## config.mk

```make
export PLATFORM = sky130hd
export DESIGN_NAME = cache_ctrl_flat
export DESIGN_NICKNAME = d
export VERILOG_FILES = /design/src/rtl/cache_ctrl_pkg.sv /design/src/rtl/cache_ctrl_if.sv /design/src/rtl/cache_array.sv /design/src/rtl/cache_ctrl.sv /design/src/flat_wrapper.sv
export SDC_FILE = /design/constraint.sdc
export NUM_CORES = 1
export LEC_CHECK = 0
export BUFFER_PORTS_ARGS = -buffer_cell sky130_fd_sc_hd__buf_2
export CAP_MARGIN = 0
export CORE_MARGIN = 2
export CORE_UTILIZATION = 41
export DETAILED_ROUTE_END_ITERATION = 6
export MAX_ROUTING_LAYER = met4
export SKIP_CTS_REPAIR_TIMING = 1
export SLEW_MARGIN = 20
export SYNTH_ARGS = -nofsm -noshare
export SYNTH_HDL_FRONTEND = slang
export SYNTH_SLANG_ARGS = --single-unit
```

## constraint.sdc

```tcl
create_clock -name clk -period 7.09 [get_ports clk]
set_clock_uncertainty 0.05 [all_clocks]
set_input_delay 0 -clock clk [delete_from_list [all_inputs] [get_ports clk]]
set_output_delay 0 -clock clk [all_outputs]
set_load 0.02 [all_outputs]
```

## src/rtl/cache_ctrl_pkg.sv

```systemverilog
// Shared memory-port definitions for the cache controller.
// Request codes, bus widths and the saturating counter helper.
package cache_ctrl_pkg;

    localparam int IOSTATEWIDTH = 2;
    localparam int ADDRWIDTH    = 16;
    localparam int WORDWIDTH    = 16;

    localparam logic [IOSTATEWIDTH-1:0] IDEL = 2'd0;
    localparam logic [IOSTATEWIDTH-1:0] RD   = 2'd1;
    localparam logic [IOSTATEWIDTH-1:0] WT   = 2'd2;

    function automatic logic [15:0] sat_inc(input logic [15:0] c);
        return (c == 16'hFFFF) ? c : c + 16'd1;
    endfunction

endpackage

```

## src/rtl/cache_ctrl_if.sv

```systemverilog
// CPU-side and memory-side handshake bundle of the cache controller.
// The slave modport is the cache's view; master is the environment's.
interface cache_ctrl_if
    import cache_ctrl_pkg::*;
#(
    parameter int AW = ADDRWIDTH,
    parameter int DW = WORDWIDTH
);
    logic [IOSTATEWIDTH-1:0] rwToMem;
    logic [AW-1:0]           addrToMem;
    logic [DW-1:0]           dataToMem;
    logic                    rdEn;
    logic                    wtEn;
    logic [DW-1:0]           dataFromMem;
    logic [IOSTATEWIDTH-1:0] memRw;
    logic [AW-1:0]           memAddr;
    logic [DW-1:0]           memData;
    logic                    memRdEn;
    logic                    memWtEn;
    logic [DW-1:0]           memDataIn;
    logic [15:0]             hitCount;
    logic [15:0]             missCount;

    modport slave (
        input  rwToMem, addrToMem, dataToMem,
        input  memRdEn, memWtEn, memDataIn,
        output rdEn, wtEn, dataFromMem,
        output memRw, memAddr, memData,
        output hitCount, missCount
    );

    modport master (
        output rwToMem, addrToMem, dataToMem,
        output memRdEn, memWtEn, memDataIn,
        input  rdEn, wtEn, dataFromMem,
        input  memRw, memAddr, memData,
        input  hitCount, missCount
    );

endinterface

```

## src/rtl/cache_array.sv

```systemverilog
// Direct-mapped valid/tag/data store: combinational lookup,
// one synchronous write port that also sets valid, sync clear-all.
module cache_array
    import cache_ctrl_pkg::*;
#(
    parameter int AW    = ADDRWIDTH,
    parameter int DW    = WORDWIDTH,
    parameter int LINES = 16,
    localparam int IDXW = $clog2(LINES),
    localparam int TAGW = AW - IDXW
) (
    input  logic            clk,
    input  logic            reset,
    input  logic [IDXW-1:0] idx,
    input  logic [TAGW-1:0] tag,
    output logic            hit,
    output logic [DW-1:0]   rdata,
    input  logic            we,
    input  logic [IDXW-1:0] widx,
    input  logic [TAGW-1:0] wtag,
    input  logic [DW-1:0]   wdata
);

    logic [LINES-1:0] valid;
    logic [TAGW-1:0]  tags [LINES];
    logic [DW-1:0]    data [LINES];

    assign hit   = valid[idx] && (tags[idx] == tag);
    assign rdata = data[idx];

    // Reset suppresses the write so an abandoned refill leaves no line.
    always_ff @(posedge clk) begin
        if (reset) begin
            valid <= '0;
        end else if (we) begin
            valid[widx] <= 1'b1;
            tags[widx]  <= wtag;
            data[widx]  <= wdata;
        end
    end

endmodule

```

## src/rtl/cache_ctrl.sv

```systemverilog
// Write-through, no-write-allocate direct-mapped cache controller
// with registered outputs and saturating read hit/miss counters.
module cache_ctrl
    import cache_ctrl_pkg::IOSTATEWIDTH,
           cache_ctrl_pkg::IDEL,
           cache_ctrl_pkg::RD,
           cache_ctrl_pkg::WT,
           cache_ctrl_pkg::sat_inc;
#(
    parameter int ADDRWIDTH = cache_ctrl_pkg::ADDRWIDTH,
    parameter int WORDWIDTH = cache_ctrl_pkg::WORDWIDTH,
    parameter int LINES     = 16
) (
    input  logic         clk,
    input  logic         reset,
    cache_ctrl_if.slave  bus
);

    localparam int IDXW = $clog2(LINES);
    localparam int TAGW = ADDRWIDTH - IDXW;

    typedef enum logic [1:0] {
        IDLE,
        REFILL,
        WRITE,
        DONE
    } state_t;

    state_t                  state, state_n;
    logic                    rd_en, rd_en_n;
    logic                    wt_en, wt_en_n;
    logic [WORDWIDTH-1:0]    dout, dout_n;
    logic [IOSTATEWIDTH-1:0] mem_rw, mem_rw_n;
    logic [ADDRWIDTH-1:0]    mem_addr, mem_addr_n;
    logic [WORDWIDTH-1:0]    mem_data, mem_data_n;
    logic [15:0]             hit_cnt, hit_cnt_n;
    logic [15:0]             miss_cnt, miss_cnt_n;

    logic [ADDRWIDTH-1:0] addr;
    logic [IDXW-1:0]      idx;
    logic [TAGW-1:0]      tag;
    logic                 hit;
    logic [WORDWIDTH-1:0] rdata;
    logic                 we;
    logic [IDXW-1:0]      widx;
    logic [TAGW-1:0]      wtag;
    logic [WORDWIDTH-1:0] wdata;

    assign addr = bus.addrToMem;
    assign idx  = addr[IDXW-1:0];
    assign tag  = addr[ADDRWIDTH-1:IDXW];

    cache_array #(
        .AW    (ADDRWIDTH),
        .DW    (WORDWIDTH),
        .LINES (LINES)
    ) u_array (
        .clk   (clk),
        .reset (reset),
        .idx   (idx),
        .tag   (tag),
        .hit   (hit),
        .rdata (rdata),
        .we    (we),
        .widx  (widx),
        .wtag  (wtag),
        .wdata (wdata)
    );

    always_comb begin
        state_n    = state;
        rd_en_n    = 1'b0;
        wt_en_n    = 1'b0;
        dout_n     = dout;
        mem_rw_n   = mem_rw;
        mem_addr_n = mem_addr;
        mem_data_n = mem_data;
        hit_cnt_n  = hit_cnt;
        miss_cnt_n = miss_cnt;
        we         = 1'b0;
        widx       = idx;
        wtag       = tag;
        wdata      = bus.dataToMem;
        unique case (state)
            IDLE: begin
                if (bus.rwToMem == RD) begin
                    if (hit) begin
                        dout_n    = rdata;
                        rd_en_n   = 1'b1;
                        hit_cnt_n = sat_inc(hit_cnt);
                        state_n   = DONE;
                    end else begin
                        mem_rw_n   = RD;
                        mem_addr_n = addr;
                        miss_cnt_n = sat_inc(miss_cnt);
                        state_n    = REFILL;
                    end
                end else if (bus.rwToMem == WT) begin
                    mem_rw_n   = WT;
                    mem_addr_n = addr;
                    mem_data_n = bus.dataToMem;
                    we         = hit;
                    state_n    = WRITE;
                end
            end
            REFILL: begin
                // Fill from the latched miss address, not the live CPU bus.
                widx  = mem_addr[IDXW-1:0];
                wtag  = mem_addr[ADDRWIDTH-1:IDXW];
                wdata = bus.memDataIn;
                if (bus.memRdEn) begin
                    we       = 1'b1;
                    dout_n   = bus.memDataIn;
                    rd_en_n  = 1'b1;
                    mem_rw_n = IDEL;
                    state_n  = DONE;
                end
            end
            WRITE: begin
                if (bus.memWtEn) begin
                    wt_en_n  = 1'b1;
                    mem_rw_n = IDEL;
                    state_n  = DONE;
                end
            end
            DONE: begin
                if (bus.rwToMem != RD && bus.rwToMem != WT)
                    state_n = IDLE;
            end
        endcase
    end

    always_ff @(posedge clk) begin
        if (reset) begin
            state    <= IDLE;
            rd_en    <= 1'b0;
            wt_en    <= 1'b0;
            dout     <= '0;
            mem_rw   <= IDEL;
            mem_addr <= '0;
            mem_data <= '0;
            hit_cnt  <= '0;
            miss_cnt <= '0;
        end else begin
            state    <= state_n;
            rd_en    <= rd_en_n;
            wt_en    <= wt_en_n;
            dout     <= dout_n;
            mem_rw   <= mem_rw_n;
            mem_addr <= mem_addr_n;
            mem_data <= mem_data_n;
            hit_cnt  <= hit_cnt_n;
            miss_cnt <= miss_cnt_n;
        end
    end

    assign bus.rdEn        = rd_en;
    assign bus.wtEn        = wt_en;
    assign bus.dataFromMem = dout;
    assign bus.memRw       = mem_rw;
    assign bus.memAddr     = mem_addr;
    assign bus.memData     = mem_data;
    assign bus.hitCount    = hit_cnt;
    assign bus.missCount   = miss_cnt;

endmodule

```

## src/flat_wrapper.sv

```systemverilog
// flat-port wrapper written by rule: the top's interface ports become plain ports
module cache_ctrl_flat import cache_ctrl_pkg::IOSTATEWIDTH,
           cache_ctrl_pkg::IDEL,
           cache_ctrl_pkg::RD,
           cache_ctrl_pkg::WT,
           cache_ctrl_pkg::sat_inc;
#(
    parameter int ADDRWIDTH = cache_ctrl_pkg::ADDRWIDTH,
    parameter int WORDWIDTH = cache_ctrl_pkg::WORDWIDTH,
    parameter int LINES     = 16
)
  (clk, reset, bus_rwToMem, bus_addrToMem, bus_dataToMem, bus_memRdEn, bus_memWtEn, bus_memDataIn, bus_rdEn, bus_wtEn, bus_dataFromMem, bus_memRw, bus_memAddr, bus_memData, bus_hitCount, bus_missCount);
  cache_ctrl_if bus_i ();
  input  logic clk;
  input  logic reset;
  input wire logic [$bits(bus_i.rwToMem)-1:0] bus_rwToMem;
  input wire logic [$bits(bus_i.addrToMem)-1:0] bus_addrToMem;
  input wire logic [$bits(bus_i.dataToMem)-1:0] bus_dataToMem;
  input wire logic [$bits(bus_i.memRdEn)-1:0] bus_memRdEn;
  input wire logic [$bits(bus_i.memWtEn)-1:0] bus_memWtEn;
  input wire logic [$bits(bus_i.memDataIn)-1:0] bus_memDataIn;
  output wire logic [$bits(bus_i.rdEn)-1:0] bus_rdEn;
  output wire logic [$bits(bus_i.wtEn)-1:0] bus_wtEn;
  output wire logic [$bits(bus_i.dataFromMem)-1:0] bus_dataFromMem;
  output wire logic [$bits(bus_i.memRw)-1:0] bus_memRw;
  output wire logic [$bits(bus_i.memAddr)-1:0] bus_memAddr;
  output wire logic [$bits(bus_i.memData)-1:0] bus_memData;
  output wire logic [$bits(bus_i.hitCount)-1:0] bus_hitCount;
  output wire logic [$bits(bus_i.missCount)-1:0] bus_missCount;
  assign bus_i.rwToMem = bus_rwToMem;
  assign bus_i.addrToMem = bus_addrToMem;
  assign bus_i.dataToMem = bus_dataToMem;
  assign bus_i.memRdEn = bus_memRdEn;
  assign bus_i.memWtEn = bus_memWtEn;
  assign bus_i.memDataIn = bus_memDataIn;
  assign bus_rdEn = bus_i.rdEn;
  assign bus_wtEn = bus_i.wtEn;
  assign bus_dataFromMem = bus_i.dataFromMem;
  assign bus_memRw = bus_i.memRw;
  assign bus_memAddr = bus_i.memAddr;
  assign bus_memData = bus_i.memData;
  assign bus_hitCount = bus_i.hitCount;
  assign bus_missCount = bus_i.missCount;
  cache_ctrl #(.ADDRWIDTH(ADDRWIDTH), .WORDWIDTH(WORDWIDTH), .LINES(LINES)) u_core (.clk(clk), .reset(reset), .bus(bus_i));
endmodule
```

==> results of run 1 <==
-- cells by family (layout without fill, tap and decap cells) --
logic type	Yosys count	count (layout)
AND/OR/NAND/NOR	302	302
flip-flops	550	550
buffers and inverters	124	375
XOR/XNOR	8	8
multiplexers	215	215
adder cells (fa/ha/maj)	9	9
AO/OA/AOI/OAI	239	239
-- layout make-up --
type | count | area [um2]
fill | 4653 | 28000
clock buffer | 64 | 1480
sequential | 550 | 15500
inverter | 30 | 113
clock inverter | 45 | 464
multi-input combinational | 773 | 7030
timing repair buffer | 236 | 1640
tap | 748 | 936
-- stage by stage --
stage	utilization	hold slack (ns)	cells
global route	0.492	0.0124	2446
floorplan	-	0.0860	1447
global placement	0.445	0.207	2275
detailed placement	0.446	0.211	2277
finish	0.492	-0.0308	2446
CTS	0.481	-0.458	2386
-- report_power, final --
part / internal [mW] / switching, mW
Clock: 1.78 / 1.31
Sequential: 3.71 / 0.0552
Combinational: 0.362 / 0.743
Total: 5.85 / 2.11
-- worst max-delay path by stage --
| stage | startpoint | endpoint | slack, ns | depth (start not counted) |
|---|---|---|---|---|
| after global routing | bus_addrToMem[0] | u_core.u_array.data[5][11] | 2.15 | 11 |
| after global placement | bus_addrToMem[0] | u_core.u_array.data[15][6] | 1.83 | 9 |
| after floorplan | bus_addrToMem[0] | u_core.u_array.data[12][0] | 1.32 | 11 |
| after detailed placement | bus_addrToMem[0] | u_core.u_array.data[5][2] | 1.89 | 11 |
| after CTS | u_core.u_array.tags[10][10] | u_core.u_array.tags[5][7] | 2.35 | 10 |
| final | u_core.u_array.tags[10][10] | u_core.u_array.data[5][14] | 2.37 | 10 |
-- critical path: stages (launching register included) --
cell and delay, ns:
edfxtp_1 0.36, mux4_2 0.48, mux4_2 0.48, xor2_1 0.17, a211oi_2 0.40, and2_1 0.25, nand4_1 0.46, o21a_1 0.61
buf_4 0.34, nor3_2 0.21, buf_4 0.50
-- metal layers --
metal	routed length, um	track usage	up-vias
li1	-	-	6151
met1	26000	0.292	7133
met2	28100	0.325	527
met3	4300	0.0368	96
met4	1510	0.0653	0
met5	0	-	-
-- registers in the layout, indices dropped and copies added (netlist names) --
| register | flops |
|---|---|
| u_core.u_array.data | 256 |
| u_core.u_array.tags | 192 |
| u_core.bus.dataFromMem | 16 |
| u_core.bus.hitCount | 16 |
| u_core.bus.memAddr | 16 |
| u_core.bus.memData | 16 |
| u_core.bus.missCount | 16 |
| u_core.u_array.valid | 16 |
| u_core.bus.memRw | 2 |
| u_core.state | 2 |
| u_core.bus.rdEn | 1 |
| u_core.bus.wtEn | 1 |
-- layout by cell type, fill, tap and decap left out, types with 13 or more instances in the layout --
cell | Yosys | final
nor2b_1 | 17 | 17
or3_1 | 14 | 14
a21oi_1 | 64 | 64
mux2_2 | 47 | 47
nand4_1 | 15 | 15
dfxtp_1 | 102 | 102
o22ai_1 | 26 | 26
buf_4 | 8 | 37
nand3_1 | 21 | 21
nand2_1 | 69 | 69
edfxtp_1 | 448 | 448
mux4_2 | 107 | 107
inv_1 | 29 | 29
buf_2 | 21 | 134
nor3_2 | 1 | 13
o21ai_0 | 46 | 44
nor2_1 | 57 | 53
a211oi_1 | 34 | 34
dlygate4sd3_1 | 0 | 59
clkinv_2 | 0 | 19
clkbuf_16 | 0 | 58
mux2i_1 | 53 | 53
nand2b_1 | 21 | 21
==> impl_metrics.env, run 1 <==
export IMPL_synthCells=1447
export IMPL_coreArea_um2=55200
export IMPL_ir_worst_vdd_mv=0.199
export IMPL_status="finished with violations"
export IMPL_cts_tree="built"
export IMPL_rsz0062_at_grt="false"
export IMPL_synth_simple_gate_area_share=0.0703
export IMPL_async_flop_share=0
export IMPL_max_cap_violations=0
export IMPL_die_x_um=241
export IMPL_fin_area_um2=27200
export IMPL_place_gp_congestion=0.864
export IMPL_reg2reg_to="u_core.u_array.data[5][14]"
export IMPL_synth_top_area_cell="edfxtp_1"
export IMPL_grt_pass1_wl_mm=87.7
export IMPL_reg2reg_from="u_core.u_array.tags[10][10]"
export IMPL_layout_setup_ws_ns=2.37
export IMPL_slew_violations=0
export IMPL_synth_area_per_cell_um2=15.9
export IMPL_start_kind="flop"
export IMPL_min_period_over_period=0.665
export IMPL_endpoint_kind="flop"
export IMPL_synth_area_um2=22900
export IMPL_synth_seq_cells=550
export IMPL_antennaDiodeCount=0
export IMPL_fp_dieArea_um2=57900
export IMPL_regToRegSetupSlack_ns=2.37
export IMPL_synth_top_family_by_area="multiplexers"
export IMPL_crit_type="flop to flop"
export IMPL_slew_limit_headroom=0.299
export IMPL_setup_tns_final_ns=0
export IMPL_hold_path_depth=4
export IMPL_clkTransAtPathRegs_ns=0.06
export IMPL_ios=138
export IMPL_routed_wl_mm=59.9
export IMPL_dp_hpwl_mm=37.5
export IMPL_drt_vias_per_instance=5.69
export IMPL_ys_seq_area_frac=0.675
export IMPL_gr_usage_all_layers=0.213
export IMPL_die_y_um=241
export IMPL_dpl_worst_slack_ns=1.89
export IMPL_muxShareOfSynthArea=0.155
export IMPL_final_layout_size_suffix_gt1_frac=0.281
export IMPL_critical_path_required_ns=7.30
export IMPL_ant_nets=0
export IMPL_synth_area_top_cells="edfxtp_1, mux4_2, dfxtp_1"
export IMPL_setup_viol_count_final=0
export IMPL_path_max_fanout=28
export IMPL_hold_path_class="input port to flop"
export IMPL_drc=0
export IMPL_grt_pass1_vias=13400
export IMPL_area_growth_pct=18.4
export IMPL_fmax_mhz=212
export IMPL_min_from="bus_memRdEn"
export IMPL_synth_top_area_frac=0.586
export IMPL_whs_ns=-0.0308
export IMPL_drtIter0Drc=1436
export IMPL_yosysMostFrequentCell="edfxtp_1"
export IMPL_synth_compound_area_share=0.0676
export IMPL_antenna_found_initial=0
export IMPL_ctsHtreeMaxLevel=2
export IMPL_synth_xor_area_frac=0.00305
export IMPL_place_area_um2=24600
export IMPL_synth_cell_types=61
export IMPL_max_slew_worst_pin_slew_ns=1.05
export IMPL_initial_utilization=0.416
export IMPL_dr_pass1_iters=6
export IMPL_clockRootBuffer="clkbuf_16"
export IMPL_cts_buffers=58
export IMPL_violations="negative hold slack"
export IMPL_synth_edff_count=448
export IMPL_portBuffers=137
export IMPL_overflow=0
export IMPL_period_needed_ns=4.72
export IMPL_cellLeakagePower_nw=9.22
export IMPL_power_density_nw_per_um2=293
export IMPL_vias=13900
export IMPL_rows=86
export IMPL_wl_per_cell_um=24.5
export IMPL_dominantRegCellSynth="edfxtp_1"
export IMPL_fin_nets=1712
export IMPL_synth_nets=1510
export IMPL_grt_max_degree=78
export IMPL_r2r_cells=10
export IMPL_synth_common_cells="edfxtp_1, mux4_2, dfxtp_1"
export IMPL_clockBufferDepth=3
export IMPL_ys_warn_count=0
export IMPL_hold_end="u_core.bus.dataFromMem[8]"
export IMPL_synth_fa_ha_area_frac=0.00491
export IMPL_clkSinkCount=550
export IMPL_worstSkewPairLatency_ns=0.63
export IMPL_cp_arrival_ns=4.92
export IMPL_p_total_mw=7.96
export IMPL_hold_viol_final=6
Power figures use the tool's default switching activity.
==> inputs of run 2 (changes only) <==
==> constraint.sdc (replaced) <==
create_clock -name clk -period 4.5 [get_ports clk]
set_clock_uncertainty 0.05 [all_clocks]
set_input_delay 0 -clock clk [delete_from_list [all_inputs] [get_ports clk]]
set_output_delay 0 -clock clk [all_outputs]
set_load 0.02 [all_outputs]
==> run 2 against run 1 <==
Compared with the run above: the flow still finishes with violations (negative hold slack); first-iteration DRC count is 2.3% lower; sequential power is 57% higher; setup slack worse by 2.2 ns; largest power group unchanged; power is 58% higher; highest routed layer unchanged; count of clock-buffer cells in the layout is 16 higher.
==> impl_metrics.env, run 2 (synthesis gave the netlist of run 1 again) <==
export IMPL_area_growth_pct=20.4
export IMPL_clkTransAtPathRegs_ns=0.06
export IMPL_setup_viol_count_final=0
export IMPL_crit_type="flop to flop"
export IMPL_final_layout_size_suffix_gt1_frac=0.283
export IMPL_cellLeakagePower_nw=9.52
export IMPL_ir_worst_vdd_mv=0.269
export IMPL_clkSinkCount=550
export IMPL_largest_reg_flops=256
export IMPL_status="finished with violations"
export IMPL_hold_path_class="input port to flop"
export IMPL_slew_limit_headroom=0.304
export IMPL_r2r_cells=9
export IMPL_max_cap_violations=0
export IMPL_layout_setup_ws_ns=0.214
export IMPL_antennaDiodeCount=0
export IMPL_drt_vias_per_instance=5.70
export IMPL_hold_viol_final=1
export IMPL_slew_violations=0
export IMPL_fp_dieArea_um2=57900
export IMPL_grt_pass1_vias=13600
export IMPL_start_kind="flop"
export IMPL_critical_path_required_ns=4.70
export IMPL_initial_utilization=0.416
export IMPL_reg2reg_to="u_core.u_array.tags[9][7]"
export IMPL_top_register="u_core.u_array.data"
export IMPL_worstSkewPairLatency_ns=0.63
export IMPL_whs_ns=-0.000310
export IMPL_regToRegSetupSlack_ns=0.21
export IMPL_cp_arrival_ns=4.49
export IMPL_vias=14200
export IMPL_grt_max_degree=75
export IMPL_ant_nets=0
export IMPL_final_common_cell="edfxtp_1"
export IMPL_clockRootBuffer="clkbuf_16"
export IMPL_gr_usage_all_layers=0.212
export IMPL_critPathCapture="u_core.u_array.tags[9][7]"
export IMPL_dpl_worst_slack_ns=0.179
export IMPL_p_total_mw=12.6
export IMPL_coreArea_um2=55200
export IMPL_overflow=0
export IMPL_portBuffers=137
export IMPL_power_density_nw_per_um2=456
export IMPL_rsz0062_at_grt="false"
export IMPL_grt_pass1_wl_mm=88.1
export IMPL_fin_nets=1757
export IMPL_top_regs="u_core.u_array.data: 256 flops, u_core.u_array.tags: 192 flops"
export IMPL_die_x_um=241
export IMPL_max_slew_worst_pin_slew_ns=1.04
export IMPL_dr_pass1_iters=6
export IMPL_die_y_um=241
export IMPL_setup_tns_final_ns=0
export IMPL_wl_per_cell_um=24.1
export IMPL_clockBufferDepth=3
export IMPL_routed_wl_mm=60.0
export IMPL_fmax_mhz=233
export IMPL_place_gp_congestion=0.875
export IMPL_antenna_found_initial=0
export IMPL_ios=138
export IMPL_crit_start="u_core.u_array.tags[8][2]"
export IMPL_ctsHtreeMaxLevel=2
export IMPL_drtIter0Drc=1403
export IMPL_endpoint_kind="flop"
export IMPL_cts_tree="built"
export IMPL_drc=0
export IMPL_dp_hpwl_mm=37.4
export IMPL_reg2reg_from="u_core.u_array.tags[8][2]"
export IMPL_path_max_fanout=26
export IMPL_period_needed_ns=4.29
export IMPL_final_cell_mix="edfxtp_1, buf_2, mux4_2"
export IMPL_min_period_over_period=0.952
export IMPL_rows=86
export IMPL_violations="negative hold slack"
export IMPL_cts_buffers=58
==> run 2: stage by stage <==
stage          std cells  hold slack, ns  utilization  instance area [um2]
6_report            2492       -0.000310        0.500                27600
5_1_grt             2492          0.0167        0.500                27600
4_1_cts             2417          -0.468        0.486                26800
3_5_place_dp        2307           0.207        0.450                24900
3_3_place_gp        2307           0.203        0.450                24900
2_1_floorplan       1447          0.0860            -                23000
==> run 2: report_power, final <==
part	switching, mW	total, mW	internal (mW)
combinational	1.19	1.80	0.615
clock	2.01	4.86	2.86
sequential	0.0835	5.93	5.84
==> run 2: critical path: stages (launching register included) <==
cell      delay (ns)
edfxtp_1        0.38
mux4_2          0.46
mux2i_1         0.29
mux2i_1         0.45
nor4b_1         0.38
nand4_1         0.24
o21a_1          0.32
buf_4           0.29
nor3_2          0.51
buf_4           0.51
==> run 2: final cells by class <==
cell class / instances / area (um2)
clock buffer: 80 / 1610
clock inverter: 30 / 348
fill: 4609 / 27600
inverter: 30 / 113
multi-input combinational: 773 / 7040
sequential: 550 / 15500
tap: 748 / 936
timing repair buffer: 281 / 2090
==> run 2: worst min-delay path by stage <==
stage                                 from                        end  slack (ns)  depth (start not counted)
after global routing           bus_memRdEn  u_core.bus.dataFromMem[8]        0.02                          4
after detailed placement  bus_dataToMem[6]      u_core.bus.memData[6]        0.21                          3
after CTS                 bus_dataToMem[6]      u_core.bus.memData[6]       -0.47                          3
after global placement    bus_dataToMem[8]      u_core.bus.memData[8]        0.20                          3
after floorplan           bus_dataToMem[0]      u_core.bus.memData[0]        0.09                          2
final                          bus_memRdEn  u_core.bus.dataFromMem[6]     -0.0003                          4
==> run 2: metal layers <==
layer	share of wire	global-route usage	up-vias
met2	0.48	0.328	623
met3	0.071	0.0315	89
li1	-	-	6249
met5	0	-	-
met1	0.43	0.295	7235
met4	0.024	0.0557	0
